--- src/rtl/seven_seg_mux_driver.sv ---
// -----------------------------------------------------------------------------
// seven_seg_mux_driver
//
// Time-multiplexed driver for an N-digit common-anode seven-segment bank.
// A double-buffered frame of hex nibbles (with per-digit enable and decimal
// point) is scanned one digit per refresh slot. New frames are staged in a
// shadow buffer and promoted to the active buffer only at a frame boundary,
// so a frame that is already being scanned never shows a mix of old and new
// data.
//
// Parameters:
//   NUM_DIGITS  - digits scanned (1..16)
//   REFRESH_DIV - clock cycles per digit slot (>= 2)
//   ACTIVE_LOW  - 1: seg, dp_out and an are inverted at the pins
//
// Ports:
//   clk        in   system clock
//   reset      in   synchronous, active-high reset
//   value      in   hex nibbles, digit i = value[4i+3:4i], digit 0 rightmost
//   digit_en   in   per-digit enable, 0 blanks the digit
//   dp         in   per-digit decimal point request
//   load       in   strobe capturing value/digit_en/dp into the shadow buffer
//   seg        out  segments {A,B,C,D,E,F,G}, registered
//   dp_out     out  decimal point segment, registered
//   an         out  one-hot digit select, registered
//   scan_idx   out  index of the digit currently being scanned
//   frame_done out  one-cycle pulse at the end of each full scan, registered
//
// Optional feature macro: SEVEN_SEG_LZB_EN
//   When defined, leading zeros (from the top digit down, never digit 0) are
//   blanked in addition to digit_en blanking.
// -----------------------------------------------------------------------------
module seven_seg_mux_driver #(
  parameter int  NUM_DIGITS  = 8,
  parameter int  REFRESH_DIV = 100000,
  parameter bit  ACTIVE_LOW  = 1'b1,
  localparam int SCAN_W      = (NUM_DIGITS > 1) ? $clog2(NUM_DIGITS) : 1
) (
  input  logic                    clk,
  input  logic                    reset,
  input  logic [4*NUM_DIGITS-1:0] value,
  input  logic [NUM_DIGITS-1:0]   digit_en,
  input  logic [NUM_DIGITS-1:0]   dp,
  input  logic                    load,
  output logic [6:0]              seg,
  output logic                    dp_out,
  output logic [NUM_DIGITS-1:0]   an,
  output logic [SCAN_W-1:0]       scan_idx,
  output logic                    frame_done
);

  localparam int                    CNT_W     = $clog2(REFRESH_DIV);
  localparam logic [CNT_W-1:0]      CNT_LAST  = CNT_W'(REFRESH_DIV - 1);
  localparam logic [SCAN_W-1:0]     SCAN_LAST = SCAN_W'(NUM_DIGITS - 1);

  // XOR masks applied after all logic; they also give the "off" pin levels.
  localparam logic [6:0]            SEG_POL   = {7{ACTIVE_LOW}};
  localparam logic                  DP_POL    = ACTIVE_LOW;
  localparam logic [NUM_DIGITS-1:0] AN_POL    = {NUM_DIGITS{ACTIVE_LOW}};

  // Scan timing
  logic [CNT_W-1:0]        cnt_q, cnt_d;
  logic [SCAN_W-1:0]       scan_q, scan_d;
  logic                    tick;
  logic                    frame_end;

  // Frame buffers
  logic                    pending_q, pending_d;
  logic [4*NUM_DIGITS-1:0] shd_val_q, shd_val_d;
  logic [NUM_DIGITS-1:0]   shd_en_q, shd_en_d;
  logic [NUM_DIGITS-1:0]   shd_dp_q, shd_dp_d;
  logic [4*NUM_DIGITS-1:0] act_val_q, act_val_d;
  logic [NUM_DIGITS-1:0]   act_en_q, act_en_d;
  logic [NUM_DIGITS-1:0]   act_dp_q, act_dp_d;

  // Digit selection
  logic [NUM_DIGITS-1:0]   vis;
  logic [3:0]              cur_nib;
  logic                    cur_vis;
  logic                    cur_dp;
  logic [NUM_DIGITS-1:0]   an_raw;

  // Output registers (already in pin polarity)
  logic [6:0]              seg_q, seg_d;
  logic                    dp_out_q, dp_out_d;
  logic [NUM_DIGITS-1:0]   an_q, an_d;
  logic                    frame_done_q, frame_done_d;

  function automatic logic [6:0] hex_glyph(input logic [3:0] nib);
    logic [6:0] g;
    unique case (nib)
      4'h0: g = 7'b1111110;
      4'h1: g = 7'b0110000;
      4'h2: g = 7'b1101101;
      4'h3: g = 7'b1111001;
      4'h4: g = 7'b0110011;
      4'h5: g = 7'b1011011;
      4'h6: g = 7'b1011111;
      4'h7: g = 7'b1110000;
      4'h8: g = 7'b1111111;
      4'h9: g = 7'b1111011;
      4'hA: g = 7'b1110111;
      4'hB: g = 7'b0011111;
      4'hC: g = 7'b0001101;
      4'hD: g = 7'b0111101;
      4'hE: g = 7'b1001111;
      4'hF: g = 7'b1000111;
    endcase
    return g;
  endfunction

  // ---------------------------------------------------------------------------
  // Prescaler and scan index
  // ---------------------------------------------------------------------------
  assign tick      = (cnt_q == CNT_LAST);
  assign frame_end = tick && (scan_q == SCAN_LAST);

  always_comb begin
    // NOTE: every signal assigned in always_comb gets a default on entry, so
    // no path leaves it unassigned and no latch is inferred.
    cnt_d  = tick ? '0 : cnt_q + 1'b1;
    scan_d = scan_q;
    if (tick) begin
      scan_d = (scan_q == SCAN_LAST) ? '0 : scan_q + 1'b1;
    end
  end

  // ---------------------------------------------------------------------------
  // Double buffer: shadow collects loads, active is swapped only at the frame
  // boundary. A load on the boundary cycle itself goes straight to active.
  // ---------------------------------------------------------------------------
  always_comb begin
    pending_d = pending_q;
    shd_val_d = shd_val_q;
    shd_en_d  = shd_en_q;
    shd_dp_d  = shd_dp_q;
    act_val_d = act_val_q;
    act_en_d  = act_en_q;
    act_dp_d  = act_dp_q;

    if (load) begin
      shd_val_d = value;
      shd_en_d  = digit_en;
      shd_dp_d  = dp;
    end

    if (frame_end) begin
      if (load) begin
        act_val_d = value;
        act_en_d  = digit_en;
        act_dp_d  = dp;
      end else if (pending_q) begin
        act_val_d = shd_val_q;
        act_en_d  = shd_en_q;
        act_dp_d  = shd_dp_q;
      end
      pending_d = 1'b0;
    end else if (load) begin
      pending_d = 1'b1;
    end
  end

  // ---------------------------------------------------------------------------
  // Visibility mask: digit_en, optionally combined with leading-zero blanking.
  // ---------------------------------------------------------------------------
`ifdef SEVEN_SEG_LZB_EN
  always_comb begin
    logic                  leading;
    logic [NUM_DIGITS-1:0] lzb_keep;
    leading  = 1'b1;
    lzb_keep = '1;
    // Walk down from the most significant digit; digit 0 always stays lit.
    for (int i = NUM_DIGITS - 1; i >= 1; i--) begin
      if (leading && (act_val_q[4*i +: 4] == 4'h0)) begin
        lzb_keep[i] = 1'b0;
      end else begin
        leading = 1'b0;
      end
    end
    vis = act_en_q & lzb_keep;
  end
`else
  assign vis = act_en_q;
`endif

  // ---------------------------------------------------------------------------
  // Current digit mux and output next-state
  // ---------------------------------------------------------------------------
  always_comb begin
    cur_nib = 4'h0;
    cur_vis = 1'b0;
    cur_dp  = 1'b0;
    an_raw  = '0;
    for (int i = 0; i < NUM_DIGITS; i++) begin
      if (scan_q == SCAN_W'(i)) begin
        cur_nib = act_val_q[4*i +: 4];
        cur_vis = vis[i];
        cur_dp  = act_dp_q[i];
        // Dead time on the first cycle of each slot suppresses ghosting.
        an_raw[i] = vis[i] && (cnt_q != '0);
      end
    end
  end

  assign seg_d        = (cur_vis ? hex_glyph(cur_nib) : 7'b0000000) ^ SEG_POL;
  assign dp_out_d     = (cur_vis & cur_dp) ^ DP_POL;
  assign an_d         = an_raw ^ AN_POL;
  assign frame_done_d = frame_end;

  // ---------------------------------------------------------------------------
  // State registers
  // ---------------------------------------------------------------------------
  always_ff @(posedge clk) begin
    // NOTE: sequential state uses non-blocking assignments so every register
    // samples the pre-edge values, independent of statement order.
    if (reset) begin
      cnt_q        <= '0;
      scan_q       <= '0;
      pending_q    <= 1'b0;
      // NOTE: the frame buffers are reset too: the display must come up blank,
      // not showing whatever the flops powered up with.
      shd_val_q    <= '0;
      shd_en_q     <= '0;
      shd_dp_q     <= '0;
      act_val_q    <= '0;
      act_en_q     <= '0;
      act_dp_q     <= '0;
      seg_q        <= SEG_POL;
      dp_out_q     <= DP_POL;
      an_q         <= AN_POL;
      frame_done_q <= 1'b0;
    end else begin
      cnt_q        <= cnt_d;
      scan_q       <= scan_d;
      pending_q    <= pending_d;
      shd_val_q    <= shd_val_d;
      shd_en_q     <= shd_en_d;
      shd_dp_q     <= shd_dp_d;
      act_val_q    <= act_val_d;
      act_en_q     <= act_en_d;
      act_dp_q     <= act_dp_d;
      seg_q        <= seg_d;
      dp_out_q     <= dp_out_d;
      an_q         <= an_d;
      frame_done_q <= frame_done_d;
    end
  end

  assign seg        = seg_q;
  assign dp_out     = dp_out_q;
  assign an         = an_q;
  assign scan_idx   = scan_q;
  assign frame_done = frame_done_q;

endmodule

--- config.mk ---
export PLATFORM = sky130hd
export DESIGN_NAME = seven_seg_mux_driver
export DESIGN_NICKNAME = d
export VERILOG_FILES = /design/src/rtl/seven_seg_mux_driver.sv
export SDC_FILE = /design/constraint.sdc
export NUM_CORES = 1
export LEC_CHECK = 0
export BUFFER_PORTS_ARGS = -buffer_cell sky130_fd_sc_hd__buf_4
export CORE_UTILIZATION = 50
export CTS_BUF_LIST = sky130_fd_sc_hd__clkbuf_8
export CTS_CLUSTER_SIZE = 40
export DETAILED_ROUTE_END_ITERATION = 8
export PLACE_DENSITY = 0.77
export SLEW_MARGIN = 5
export SYNTH_ARGS = -nofsm -noshare
export SYNTH_HDL_FRONTEND = slang
export SYNTH_SLANG_ARGS = --single-unit
--- constraint.sdc ---
create_clock -name clk -period 6.6 [get_ports clk]
set_input_delay 0.99 -clock clk [delete_from_list [all_inputs] [get_ports clk]]
set_output_delay 0.99 -clock clk [all_outputs]
set_load 0.02 [all_outputs]
# Yosys cells after proc, flatten, opt, wreduce, memory -nomap -nowiden
# Memory sizes are Yosys's and may differ from the RTL's.
# Index checks and enable logic that the tools add are counted.
# totals
elab_cells	83
reg_bits	134
mem_count	1
romBits	112
# memory_table
name	depth	word_bits	rd	rd_clocked_by_memory_dff	wr	line	source
(no name shown)	16	7	1	0	0	91	unique case (nib)
# op_classes
reduce_logical	15
add_sub_neg	2
n_mux	40
eq_ne	8
bitwise_logic	4
# op_table
op	count
2-to-1 mux 32 bit	2
2-to-1 mux 4 bit	8
2-to-1 mux 8 bit	4
2-to-1 mux 1 bit	24
adder 17 x 1 -> 17 bit, second input constant	1
== test 17 bit, second input constant	1
nonzero test 17 bit	1
== test 3 bit, second input constant	4
logical AND 1 bit	9
inverter 8 bit	1
2-to-1 mux 7 bit	1
inverter 7 bit	1
== test 3 x 2 -> 1 bit, second input constant	2
OR reduction 2 bit	2
adder 3 x 1 -> 3 bit, second input constant	1
== test 3 x 1 -> 1 bit, second input constant	1
logical NOT 3 bit	1
2-to-1 mux 3 bit	1
AND reduction 2 bit	1
nonzero test 2 bit	1
AND 1 bit	1
inverter 1 bit	1

# Depth between registers and ports, before layout
# Gate-level depths: netlist (run 1).
# An unclocked memory read counts as a cell.
# depth
depth_word	12
ltp_mapped	13

# Least setup slack after synthesis (run 1)
# Ideal clock, no wire load.
# synth_path
kind	flip-flop to flip-flop
start	register scan_q[0] (netlist: scan_idx[0])
end	register seg_q[3] (netlist: seg[3])
n_path_buf	2
arrival_ps	2861
path_stages_with_launch	13
synth_period_minus_slack_ps	2992
required_ps	6469
path_slack_ps	3608
cell_sequence	dfxtp_1 -> ha_1 -> ha_1 -> clkbuf_1 -> clkbuf_1 -> nand2_1 -> a2111oi_0 -> o221ai_1 -> inv_1 -> ha_1 -> nor3b_1 -> a21oi_1 -> o211ai_1
# synth_via
elab_chain_len	12
elab_cells_between_ends	27
# synth_rtl
item	line	source
start, declared	63	logic [SCAN_W-1:0] scan_q, scan_d;
start signal, assigned	234	scan_q <= scan_d;
logical NOT 3 bit	195	if (scan_q == SCAN_W'(i)) begin
2-to-1 mux 4 bit (8 in a row)	195	
memory (16 x 7 bit)	n/a	
2-to-1 mux 7 bit (*)	205	assign seg_d = (cur_vis ? hex_glyph(cur_nib) : 7'b0000000) ^ SEG_POL;
inverter 7 bit (no source line) (*)	n/a	
end signal, assigned	242	seg_q <= seg_d;
end, declared	84	logic [6:0] seg_q, seg_d;
# Every way passes the cells marked *; elsewhere a longest branch is shown, timed or not.
# A chain may end at the register's enable or synchronous reset.

# Worst setup path in the final report (run 1)
# layout_path
start	register scan_q[2] (netlist: scan_idx[2])
end	register seg_q[2] (netlist: seg[2])
# The elaborated chain is that of the path after synthesis.

==> results of run 1 <==
routing by layer:
metal  GRT usage, %  share of wire (%)
met5              0                  0
met4           8.48                1.9
met3           6.52                5.3
met2           37.3                 50
met1           25.1                 43
power groups by stage:
| stage | clock network [mW] | logic (mW) | registers [mW] |
|---|---|---|---|
| 2_1_floorplan | 0 | 0.0596 | 0.850 |
| 6_report | 0.584 | 0.0917 | 0.834 |
| 3_5_place_dp | 0 | 0.0931 | 0.852 |
| 3_3_place_gp | 0 | 0.0901 | 0.851 |
| 4_1_cts | 0.599 | 0.0936 | 0.834 |
| 5_1_grt | 0.632 | 0.101 | 0.835 |
stage by stage:
step                      utilization [%]  instances  power, mW  setup WS (ns)  area, sq um
after floorplan                         -        595      0.910           3.61         5820
after global placement               55.3        769      0.941           3.28         6290
after detailed placement             55.3        769      0.945           3.08         6290
after CTS                            58.2        799       1.53           3.05         6620
after global routing                 58.2        799       1.57           2.63         6620
final                                58.2        799       1.51           2.95         6620
synth_stat cells (4+ instances only):
cell type / instances
nor2b_1: 6
xnor2_1: 4
nand2b_1: 4
a211oi_2: 48
nand3_1: 21
nand4_1: 4
xor2_1: 9
nand2_1: 18
ha_1: 14
o21ai_0: 10
a21oi_1: 21
mux2i_1: 51
nor3_1: 8
clkbuf_1: 19
buf_2: 8
nor2_1: 123
inv_1: 14
or3_1: 5
nand3b_1: 7
dfxtp_1: 134
buf_6: 11
a211oi_1: 6
o211ai_1: 4
worst paths after layout:
check / from / to / slack, ns / cells past startpoint
setup reg to reg: scan_idx[2] / seg[2] / 2.95 / 11
hold / removal: act_en_q[4] / an[4] / 0.44 / 1
setup / recovery: scan_idx[2] / seg[2] / 2.95 / 11
hold reg to reg: act_en_q[4] / an[4] / 0.44 / 1
critical path, stage by stage (launching register included):
cell	delay, ns
dfxtp_1	0.68
clkinv_1	0.43
ha_1	0.52
a211oi_1	0.24
o21ai_0	0.12
a311oi_1	0.35
or3_1	0.32
inv_1	0.13
ha_1	0.26
o21ai_0	0.08
o21ai_0	0.11
a211o_1	0.29
cells by family after synthesis:
group | Yosys count
muxes | 51
and+or+nand+nor | 212
DFF | 134
AOI/OAI and AO/OA | 113
buffers and inverters | 58
xor gates and xnor gates | 13
adders and majority gates | 14
flip-flops by register name, indices dropped and copies added (netlist names):
signal / flops
act_dp_q: 8
seg: 7
dp_out: 1
cnt_q: 17
act_val_q: 32
an: 8
shd_en_q: 8
act_en_q: 8
shd_val_q: 32
pending_q: 1
scan_idx: 3
frame_done: 1
shd_dp_q: 8
final cells by class:
type | count | share of cell area [%]
multi-input cells | 403 | 42.6
flip-flops and latches | 134 | 40.5
repair buffers | 73 | 8.28
clock buffers | 19 | 3.95
well taps | 143 | 2.70
clock inverters | 11 | 1.10
inverters | 16 | 0.907
==> qor.yml, run 1 <==
clock_tree:
  cts_setup_buffers: 0
  cts_sinks: 134
  cts_hold_buf: 0
  cts_tree: "yes"
  ctsResizeCount: 0
  clk_latency_ns: 0.43
  clkSlewWorstSetupHoldPaths_ns: 0.07
  cts_max_path_buffers: 2
  cts_buffers: 17
  htreeDepth: 4
  root_buffer: "clkbuf_8"
sta:
  fmax_ghz: 0.274
  period_share_pct: 55.3
  slew_headroom_pct: 34.8
  final-max-slew-violation-count: 0
  fin_crit_ns: 3.65
  hold_viol_final: 0
  fin_skew_ns: 0.00559
  rsz0062_at_grt: "false"
  worst_pin_slew_ns: 0.978
  hold_slack_ns: 0.436
  setup_viol: 0
  final.setup.tns_ns: 0
die:
  rows: 39
  die_y_microns: 110
  dieArea_sq_um: 12100
  num_io_pins: 71
  coreArea_sq_um: 11400
  die_w_microns: 110
  start_util_pct: 51.2
layout:
  antenna_cells: 0
  syn_to_final_growth_pct: 13.8
  final_common_cell: "dfxtp_1"
  nets: 710
  regArea_sq_um: 2680
  multi_input_area_sq_um: 2820
  layout_common_cells: "134 x dfxtp_1, 123 x nor2_1, 73 x buf_4, 51 x mux2i_1, 48 x a211oi_2"
  drive_above_1_share_pct: 23.8
  nFillCells: 958
pwr:
  switching_share_pct: 22.5
  ir_drop_mv: 0.169
  p_sw_mw: 0.340
  pwr-share-seq_pct: 55.2
  p_leak_nw: 2.54
  clkPwrFrac_pct: 38.7
  p_int_mw: 1.17
  p_comb_share_pct: 6.1
  power.density_nw_per_um2: 228
worst_hold_path:
  holdCritPathClass: "flop to flop"
logic_synthesis:
  synth_top_family_by_area: "compound AO/OA/AOI/OAI gates"
  synth.area.top_cells: "dfxtp_1 46%, a211oi_2 10%, mux2i_1 8.8%"
  synth_edf_count: 0
  yosys.area_share.adder_pct: 3.01
  synth-compound-area-share_pct: 17.6
  synthSimpleGateAreaFrac_pct: 17.1
  synth_xor_area_share_pct: 1.96
  syn_area_sq_um: 5820
  synth_flop_cell: "dfxtp_1"
  synth_seq_area_share_pct: 46.1
  postSynthNetCount: 660
  async_flop_share_pct: 0
  ys_warn_count: 0
  synth_area_per_cell_sq_um: 9.78
  yosysTopAreaCell: "dfxtp_1"
  synth.area.mux_share_pct: 8.77
  postSynthCellCount: 595
  ys_types: 52
  synth_top_area_share_pct: 46.1
  ys_ff_latch: 134
global_routing:
  grt_use_total_pct: 21.7
  grt_pass1_wl_mm: 19.9
  grt_pass1_vias: 4294
  antenna_found_initial: 0
  grt_max_degree: 73
  grt-ovfl-total: 0
setup_path:
  critical_path_class: "flop to flop"
  endpoint_kind: "flop"
  start_kind: "flop"
  cp.required_ns: 6.92
  cp_max_fo: 17
  arrival_ns: 3.97
outcome:
  status: "finished clean"
drt:
  ant_nets: 0
  wl_per_cell_microns: 15.4
  drtIter0Drc: 269
  drt_pass1_iterations: 5
  via_per_inst: 5.52
  wirelength_mm: 12.3
  via_count: 4410
  drcViolationCount: 0
placed_design:
  portBuffers: 70
  dp_hpwl_mm: 8.58
  finalWeightedCongestion: 0.861
job:
  cap_violations: 0
Note: power is estimated with default switching activity, not from simulation.
==> run 2: changes to the inputs <==
ABC_AREA = 1   (was default)
clock period = 3.5 ns   (was 6.6 ns; I/O delays follow)
==> run 2 against run 1 <==
Compared with the run above:
- the run now ends with DRC left
- combinational power rose by 110%
- die area up 3.7%
- routed wire length decreased by 0.53%
- area after synthesis grew 3.7%
- largest cell class is now registers
==> qor.yml, run 2 <==
placed_design:
  place_inst: 1043
  portBuffers: 70
  place_ws_ns: 0.680
  dp_hpwl_mm: 8.55
  finalWeightedCongestion: 0.881
die:
  rows: 39
  num_io_pins: 71
  die_y_microns: 112
  start_util_pct: 52.0
  die_w_microns: 112
  dieArea_sq_um: 12500
  coreArea_sq_um: 11600
sta:
  fmax_ghz: 0.344
  period_share_pct: 83.1
  fin_crit_ns: 2.91
  rsz0062_at_grt: "false"
  fin_skew_ns: 0.0198
  worst_pin_slew_ns: 0.784
  final.setup.tns_ns: 0
  slew_headroom_pct: 47.5
  hold_viol_final: 0
  fin_ws_ns: 0.590
  setup_viol: 0
  final-max-slew-violation-count: 0
clock_tree:
  cts_sinks: 134
  clkSlewWorstSetupHoldPaths_ns: 0.08
  cts_tree: "yes"
  ctsResizeCount: 0
  cts_max_path_buffers: 2
  htreeDepth: 4
  cts_setup_buffers: 0
  root_buffer: "clkbuf_8"
  cts_buffers: 17
  clk_latency_ns: 0.44
  cts_hold_buf: 0
logic_synthesis:
  syn_area_sq_um: 6040
  synth_flop_cell: "dfxtp_1"
  synth_edf_count: 0
  ys_warn_count: 0
  async_flop_share_pct: 0
  synth.area.top_cells: "dfxtp_1 44%, inv_1 12%, o21ai_0 9.4%"
  ys_ff_latch: 134
  postSynthCellCount: 862
  synth.most_common_cell: "inv_1"
  synth_area_per_cell_sq_um: 7.00
  synth_top_area_share_pct: 44.4
  synth_common_cells: "193 x inv_1, 144 x nand2_1, 134 x dfxtp_1, 113 x o21ai_0, 72 x a21oi_1"
  ys_types: 32
  yosysTopAreaCell: "dfxtp_1"
  postSynthNetCount: 927
  synth_seq_area_share_pct: 44.4
drt:
  drt_pass1_iterations: 7
  ant_nets: 0
  wl_per_cell_microns: 11.4
  drcViolationCount: 5
  drtIter0Drc: 368
  wirelength_mm: 12.2
  via_count: 5178
  via_per_inst: 4.82
setup_path:
  start_kind: "flop"
  cp.required_ns: 3.82
  arrival_ns: 3.23
  critical_path_class: "flop to flop"
  endpoint_kind: "flop"
  cp_max_fo: 10
layout:
  nets: 984
  reg_top3: "act_val_q x32, shd_val_q x32, cnt_q x17"
  syn_to_final_growth_pct: 15.7
  final_cells: 1075
  multi_input_area_sq_um: 2430
  regArea_sq_um: 2680
  layout_common_cells: "193 x inv_1, 144 x nand2_1, 134 x dfxtp_1, 113 x o21ai_0"
  drive_above_1_share_pct: 14.1
  final_common_cell: "inv_1"
  nFillCells: 1128
  antenna_cells: 0
  final_core_util_pct: 60.1
pwr:
  p_total_mw: 3.00
  ir_drop_mv: 0.421
  p_leak_nw: 3.26
  power.density_nw_per_um2: 430
job:
  cap_violations: 0
global_routing:
  grt_max_degree: 96
  grt_pass1_wl_mm: 20.7
  grt_pass1_vias: 4654
  grt-ovfl-total: 0
  antenna_found_initial: 0
  grt_use_total_pct: 20.5
worst_hold_path:
  holdCritPathClass: "primary input to flop"
outcome:
  violations: "DRC"
  status: "complete, but fails checks"
[run 2: changes by cell type in the layout (fill, tap and decap cells not counted), sizes merged, moves of 5 or more]
cell	before	now
nand3	21	38
nand3b	7	0
or3	5	0
o21ai	10	114
xor2	9	3
mux2i	51	1
nand2	19	150
a211oi	54	0
inv	20	205
a21oi	21	72
nor2b	6	0
nor2	123	78
[run 2: path summary, 6_finish.rpt]
check | depth (start not counted) | end | from | slack, ns
max | 16 | seg[3] | scan_idx[2] | 0.59
min | 3 | shd_en_q[2] | digit_en[2] | 0.37
max reg2reg | 16 | seg[3] | scan_idx[2] | 0.59
min reg2reg | 1 | an[7] | act_en_q[7] | 0.42
[run 2: cell families (layout without fill, tap and decap cells)]
| group | count (synthesis) | after routing | synth area share (%) |
|---|---|---|---|
| AOI/OAI and AO/OA | 192 | 192 | 16.1 |
| xor gates and xnor gates | 4 | 4 | 0.580 |
| adders and majority gates | 14 | 14 | 2.90 |
| buffers and inverters | 234 | 304 | 15.3 |
| DFF | 134 | 134 | 44.4 |
| muxes | 1 | 1 | 0.166 |
| and+or+nand+nor | 283 | 283 | 20.5 |
[run 2: worst max-delay path, cell delays in order (launching register included)]
cell and delay [ns]:
dfxtp_1 0.56, inv_2 0.16, ha_1 0.32, inv_1 0.17, o21ai_0 0.11, inv_1 0.06
nand2_1 0.04, nand2_1 0.05, nand2_1 0.04, nand2_1 0.06, nand2_1 0.07, a21boi_0 0.55
ha_1 0.34, inv_1 0.07, nand2_1 0.05, nand3_1 0.07, nand3_1 0.07
[run 2: area by class of cell]
| type | instances | area share [%] |
|---|---|---|
| inverter | 199 | 10.7 |
| timing repair buffer | 73 | 8.03 |
| tap | 143 | 2.56 |
| sequential | 134 | 38.4 |
| clock inverter | 14 | 1.95 |
| multi-input combinational | 494 | 34.8 |
| clock buffer | 18 | 3.55 |
[run 2: through the flow]
stage	area (sq um)	hold slack, ns
6_report	6980	0.371
5_1_grt	6980	0.379
4_1_cts	6980	0.349
3_5_place_dp	6600	0.407
3_3_place_gp	6600	0.399
2_1_floorplan	6040	0.383
[run 2: where the power goes]
part	leakage [nW]	total [mW]	internal (mW)	switching (mW)
clock	0.187	1.23	0.595	0.639
combinational	1.98	0.194	0.0812	0.113
sequential	1.09	1.58	1.56	0.0120
total	3.26	3.00	2.24	0.764
[run 2: layer usage]
layer  vias up  wire length [microns]  global-route usage (%)
li1       2759                      -                       -
met1      2268                   5920                    26.3
met2       133                   5500                    33.1
met3        18                    631                    5.33
met4         0                    189                    7.66
met5         -                      0                       0
